`config.mk`:
```
export PLATFORM = sky130hd
export DESIGN_NAME = index_mask_builder_flat
export DESIGN_NICKNAME = d
export VERILOG_FILES = /design/src/rtl/index_mask_if.sv /design/src/rtl/index_mask_builder.sv /design/src/flat_wrapper.sv
export SDC_FILE = /design/constraint.sdc
export NUM_CORES = 1
export LEC_CHECK = 0
export CAP_MARGIN = 20
export CORE_MARGIN = 2
export CORE_UTILIZATION = 35
export CTS_BUF_LIST = sky130_fd_sc_hd__clkbuf_2
export DETAILED_ROUTE_END_ITERATION = 10
export PLACE_DENSITY = 0.54
export SLEW_MARGIN = 20
export SYNTH_ARGS = -nofsm -noshare
export SYNTH_HDL_FRONTEND = slang
export SYNTH_SLANG_ARGS = --single-unit
```
`constraint.sdc`:
```
create_clock -name clk -period 1.7 [get_ports clk]
set_clock_uncertainty 0.2 [all_clocks]
set_input_delay 0.255 -clock clk [delete_from_list [all_inputs] [get_ports clk]]
set_output_delay 0.255 -clock clk [all_outputs]
set_load 0.03 [all_outputs]
```
`src/rtl/index_mask_if.sv`:
```
// index_mask_if: index-beat stream in, frame mask out, for index_mask_builder
// Ports: in_valid_i/in_ready_o/in_index_i/in_last_i/target_i index stream,
//        out_valid_o/out_ready_i/out_mask_o/out_count_o/out_err_o frame result.
// slave is the builder's view, master is the producer/consumer view.
interface index_mask_if #(
    parameter int DATA_WIDTH = 8,
    parameter int DATA_DEPTH = 3
);
    logic                  in_valid_i;
    logic                  in_ready_o;
    logic [DATA_DEPTH-1:0] in_index_i;
    logic                  in_last_i;
    logic                  target_i;
    logic                  out_valid_o;
    logic                  out_ready_i;
    logic [DATA_WIDTH-1:0] out_mask_o;
    logic [DATA_DEPTH:0]   out_count_o;
    logic                  out_err_o;

    modport master (
        output in_valid_i, in_index_i, in_last_i, target_i, out_ready_i,
        input  in_ready_o, out_valid_o, out_mask_o, out_count_o, out_err_o
    );

    modport slave (
        input  in_valid_i, in_index_i, in_last_i, target_i, out_ready_i,
        output in_ready_o, out_valid_o, out_mask_o, out_count_o, out_err_o
    );
endinterface

```
`src/rtl/index_mask_builder.sv`:
```
// index_mask_builder: builds an MSB-first polarity mask from a framed stream of bit indices
// Ports: clk, rst_n (async active-low), bus (index_mask_if.slave).
// Index k writes mask bit DATA_WIDTH-1-k to the polarity latched on the frame's first beat;
// out_count_o saturates, out_err_o flags any index >= DATA_WIDTH in the frame.
// Optional: define INDEX_MASK_BYPASS_EN to accept a new frame's beat during the output
// handshake cycle, giving zero-bubble back-to-back frames.
module index_mask_builder #(
    parameter int DATA_WIDTH = 8,
    parameter int DATA_DEPTH = 3
) (
    input logic         clk,
    input logic         rst_n,
    index_mask_if.slave bus
);
    typedef enum logic {ACC, OUT} state_t;
    state_t                state;
    logic                  first, tgt, err, fire, in_range, use_tgt, next_err;
    logic [DATA_WIDTH-1:0] acc_mask, next_mask, out_mask;
    logic [DATA_DEPTH:0]   count, next_count, out_count;
    logic                  out_err;
`ifdef INDEX_MASK_BYPASS_EN
    assign bus.in_ready_o = (state == ACC) | bus.out_ready_i;
`else
    assign bus.in_ready_o = state == ACC;
`endif
    assign bus.out_valid_o = state == OUT;
    assign bus.out_mask_o  = out_mask;
    assign bus.out_count_o = out_count;
    assign bus.out_err_o   = out_err;
    assign fire     = bus.in_valid_i & bus.in_ready_o;
    assign in_range = {1'b0, bus.in_index_i} < (DATA_DEPTH + 1)'(DATA_WIDTH);
    assign use_tgt  = first ? bus.target_i : tgt;
    assign next_count = first ? (DATA_DEPTH + 1)'(1) : (&count ? count : count + 1'b1);
    assign next_err   = ~in_range | (~first & err);

    // out-of-range indices match no bit position, so the mask is left untouched
    always_comb begin
        next_mask = first ? {DATA_WIDTH{~bus.target_i}} : acc_mask;
        for (int i = 0; i < DATA_WIDTH; i++)
            if (bus.in_index_i == DATA_DEPTH'(DATA_WIDTH - 1 - i)) next_mask[i] = use_tgt;
    end

    // a beat accepted together with the output handshake overrides the handshake's clears
    always_ff @(posedge clk or negedge rst_n) begin
        if (!rst_n) begin
            state     <= ACC;
            first     <= 1'b1;
            tgt       <= 1'b0;
            acc_mask  <= '0;
            count     <= '0;
            err       <= 1'b0;
            out_mask  <= '0;
            out_count <= '0;
            out_err   <= 1'b0;
        end else begin
            if (bus.out_valid_o && bus.out_ready_i) begin
                state <= ACC;
                first <= 1'b1;
                count <= '0;
                err   <= 1'b0;
            end
            if (fire) begin
                acc_mask <= next_mask;
                count    <= next_count;
                err      <= next_err;
                first    <= bus.in_last_i;
                if (first) tgt <= bus.target_i;
                if (bus.in_last_i) begin
                    state     <= OUT;
                    out_mask  <= next_mask;
                    out_count <= next_count;
                    out_err   <= next_err;
                end
            end
        end
    end
endmodule

```
`src/flat_wrapper.sv`:
```
// flat-port wrapper written by rule: the top's interface ports become plain ports
module index_mask_builder_flat 
#(
    parameter int DATA_WIDTH = 8,
    parameter int DATA_DEPTH = 3
)
  (clk, rst_n, bus_in_valid_i, bus_in_index_i, bus_in_last_i, bus_target_i, bus_out_ready_i, bus_in_ready_o, bus_out_valid_o, bus_out_mask_o, bus_out_count_o, bus_out_err_o);
  index_mask_if #(.DATA_WIDTH(DATA_WIDTH), .DATA_DEPTH(DATA_DEPTH)) bus_i ();
  input logic clk;
  input logic rst_n;
  input wire logic [$bits(bus_i.in_valid_i)-1:0] bus_in_valid_i;
  input wire logic [$bits(bus_i.in_index_i)-1:0] bus_in_index_i;
  input wire logic [$bits(bus_i.in_last_i)-1:0] bus_in_last_i;
  input wire logic [$bits(bus_i.target_i)-1:0] bus_target_i;
  input wire logic [$bits(bus_i.out_ready_i)-1:0] bus_out_ready_i;
  output wire logic [$bits(bus_i.in_ready_o)-1:0] bus_in_ready_o;
  output wire logic [$bits(bus_i.out_valid_o)-1:0] bus_out_valid_o;
  output wire logic [$bits(bus_i.out_mask_o)-1:0] bus_out_mask_o;
  output wire logic [$bits(bus_i.out_count_o)-1:0] bus_out_count_o;
  output wire logic [$bits(bus_i.out_err_o)-1:0] bus_out_err_o;
  assign bus_i.in_valid_i = bus_in_valid_i;
  assign bus_i.in_index_i = bus_in_index_i;
  assign bus_i.in_last_i = bus_in_last_i;
  assign bus_i.target_i = bus_target_i;
  assign bus_i.out_ready_i = bus_out_ready_i;
  assign bus_in_ready_o = bus_i.in_ready_o;
  assign bus_out_valid_o = bus_i.out_valid_o;
  assign bus_out_mask_o = bus_i.out_mask_o;
  assign bus_out_count_o = bus_i.out_count_o;
  assign bus_out_err_o = bus_i.out_err_o;
  index_mask_builder #(.DATA_WIDTH(DATA_WIDTH), .DATA_DEPTH(DATA_DEPTH)) u_core (.clk(clk), .rst_n(rst_n), .bus(bus_i));
endmodule
```
==> metrics.csv <==
stage,metric,value,unit
floorplan,rows,23,
clock_tree,clkTransAtPathRegs,0.14,ns
logic_synthesis,synth_xor_area_share,0.584,%
placed_design,placed_cell_area,1860,um2
clock_tree,cts_buffers,5,
logic_synthesis,synth_nets,154,
timing,max_freq,602,MHz
timing,tns,0,ns
flow_run,maxCapViolCount,0,
floorplan,die_h,69.5,um
floorplan,start_util,37.0,%
finish,layout_commonest_cell,dfrtp_1,
logic_synthesis,syn_area,1500,um2
worst_setup_path,worstSetupPathType,reg2out,
logic_synthesis,synth_compound_area_share,18.9,%
logic_synthesis,synth_ff_type,dfrtp_1,
global_route,track_usage,14.5,%
logic_synthesis,yosys-mux-area-fraction,4.50,%
finish,stdcell_area,1890,um2
clock_tree,clock_latency,0.36,ns
worst_setup_path,rr_endpoint,u_core.acc_mask[1]$_DFFE_PN0P_,
logic_synthesis,synthCells,144,
global_route,grt_pass1_vias,1183,
status,status,completed,
worst_setup_path,crit_chain,dlygate4sd2_1,
logic_synthesis,synthArstFlopShare,100,%
finish,drive_above_1_share,18.5,%
placed_design,dp.cells,221,
finish,synthToLayoutAreaGrowth,26.0,%
worst_setup_path,critPathMaxFanout,5,
detailed_routing,num_vias,1159,
timing,setup_ws,0.0401,ns
floorplan,die_w,69.5,um
logic_synthesis,synth.avg_cell_area,10.4,um2
finish,finalNonFillerCells,228,
global_route,antenna_found_initial,0,
detailed_routing,ant_nets,0,
timing,rsz0062_at_grt,no,
detailed_routing,drt_wl_total,3150,um
power,ir_drop,410,uV
worst_setup_path,crit_path_max_incr_delay,0.43,ns
clock_tree,cts_num_sinks,29,
power,powerDensity,973,nW/um2
worst_setup_path,endpoint_kind,primary output,
hold_path,hp-class,in2async,
floorplan,coreArea,4060,um2
logic_synthesis,synth_edf_count,0,
finish,antennaDiodeCount,0,
placed_design,io_buffer_count,23,
logic_synthesis,yosys.cell_types.count,36,
worst_setup_path,worstPathArrival,1.20,ns
logic_synthesis,yosysWarnings,0,
logic_synthesis,synthAdderAreaFrac,0.834,%
timing,setup_viol,0,
worst_setup_path,r2r_slack,0.06,ns
clock_tree,cts_root_buf,clkbuf_2,
worst_setup_path,path_depth,1,
worst_setup_path,worstPathRequired,1.24,ns
worst_setup_path,reg2reg_depth,3,
worst_setup_path,critPathTopFamily,flip-flops,
placed_design,place_congestion,0.833,
timing,period_needed,1.66,ns
detailed_routing,avgRoutedWirePerCell,13.8,um
global_route,grt-ovfl-total,0,
worst_setup_path,crit_start,u_core.bus.out_valid_o$_DFF_PN0_,
placed_design,dp_hpwl,2340,um
finish,layout_common_cells,"dfrtp_1 (28), nand2_1 (26), o31ai_1 (19), dlygate4sd2_1 (14), buf_4 (11)",
global_route,grt_pass1_wl,5620,um
timing,worst-slew-pin-transition,0.349,ns
timing,fin_crit_sh,97.6,%
worst_setup_path,crit_end,bus_out_valid_o,
worst_setup_path,start_kind,register,
clock_tree,hold_buffers,0,
clock_tree,cts_max_path_buffers,2,
timing,finalHoldViolCount,0,
logic_synthesis,seq_area_frac_synth,48.5,%
global_route,grt_max_degree,30,
clock_tree,cts_max_level,2,
placed_design,place_ws,-0.142,ns
detailed_routing,drtIter0Drc,62,
detailed_routing,drc_errors,0,
clock_tree,cts_tree,built,
timing,relSlewSlack,76.8,%
logic_synthesis,synth_top_family_by_area,simple AND/OR/NAND/NOR gates,
detailed_routing,vias_per_cell,5.08,
floorplan,die_area,4830,um2
worst_setup_path,rr_startpoint,u_core.first$_DFFE_PN1P_,
floorplan,ios,24,
power,leakage,0.884,nW
finish,final_nets,188,
logic_synthesis,yosys.area_share.simple,20.3,%
worst_setup_path,slowest_stage,dfrtp_1,
logic_synthesis,synth-seq-cells,29,
worst_setup_path,path_buf_inv,1,
timing,finalMaxSlewViolations,0,
detailed_routing,first_pass_iters,4,
[Yosys cell counts, types with 2 or more instances]
library cell	number	area, um2
dfrtp_1	28	701
nand2_1	26	97.6
o31ai_1	19	143
nor2_1	7	26.3
a211oi_1	4	30.0
buf_4	4	30.0
nand2b_1	4	25.0
nor2b_1	4	25.0
a21oi_1	3	15.0
buf_2	3	15.0
buf_6	3	33.8
inv_1	3	11.3
mux2i_1	3	30.0
nor3_1	3	15.0
o21ai_0	3	15.0
a221oi_1	2	17.5
and3b_1	2	17.5
mux2_2	2	22.5
nand3_1	2	10.0
nand3b_1	2	15.0
nor3b_1	2	15.0
[metrics by stage]
stage | hold slack [ns] | utilization (%) | total power, mW
6_report | 0.0286 | 46.6 | 1.84
5_1_grt | 0.0205 | 46.6 | 1.97
4_1_cts | 0.0204 | 46.2 | 1.86
3_5_place_dp | 0.268 | 45.8 | 1.57
3_3_place_gp | 0.259 | 45.8 | 1.56
2_1_floorplan | -0.241 | - | 1.31
[cell families (layout without fill, tap and decap cells)]
group,count (synthesis),in the layout
AO/OA/AOI/OAI,37,37
XOR/XNOR,1,1
adder cells (fa/ha/maj),1,1
buffers and inverters,14,48
flip-flops,29,29
multiplexers,6,6
AND/OR/NAND/NOR,56,56
[per-layer routing]
metal  routed length, um  global-route usage [%]
met4                  57                    5.23
met3                 148                    4.65
met2                1340                    21.3
met5                   0                       0
met1                1600                    20.1
[sequential cells by signal, indices dropped and copies added, names as in the netlist, 4 cells and up]
signal and cells:
u_core.acc_mask 8, u_core.bus.out_mask_o 8, u_core.bus.out_count_o 4, u_core.count 4
[how the worst min path moves through the flow]
stage                     slack [ns]                                     to  depth (start not counted)
after global placement          0.26  u_core.bus.out_count_o[2]$_DFFE_PN0P_                          2
after floorplan                -0.24         u_core.acc_mask[0]$_DFFE_PN0P_                          0
final                           0.03            u_core.count[3]$_DFFE_PN0P_                          2
after global routing            0.02  u_core.bus.out_count_o[3]$_DFFE_PN0P_                          2
after CTS                       0.02   u_core.bus.out_mask_o[1]$_DFFE_PN0P_                          2
after detailed placement        0.27  u_core.bus.out_count_o[2]$_DFFE_PN0P_                          2
[worst register-to-register path, stage by stage (launching register included)]
cell and delay (ns):
dfstp_2 0.58, and2b_1 0.31, and3b_1 0.24, o31ai_1 0.22
[cell type report]
| class | count | area [um2] |
|---|---|---|
| clock buffer | 6 | 30.0 |
| tap | 50 | 62.6 |
| fill | 401 | 2170 |
| timing repair buffer | 37 | 357 |
| inverter | 4 | 17.5 |
| clock inverter | 1 | 3.75 |
| sequential | 29 | 727 |
| multi-input combinational | 101 | 693 |
[where the power goes]
group / internal, mW / leakage [nW] / switching, mW / total, mW
registers: 0.815 / 0.367 / 0.0700 / 0.885
logic: 0.254 / 0.491 / 0.372 / 0.626
clock network: 0.0959 / 0.0265 / 0.233 / 0.329
[timing repair]
item,4_1_cts,5_1_grt
gates resized for setup,17,3
pin swaps,0,0
buffers inserted,0,0
endpoints found under the setup margin,15,4
(Power assumes the default switching activity.)
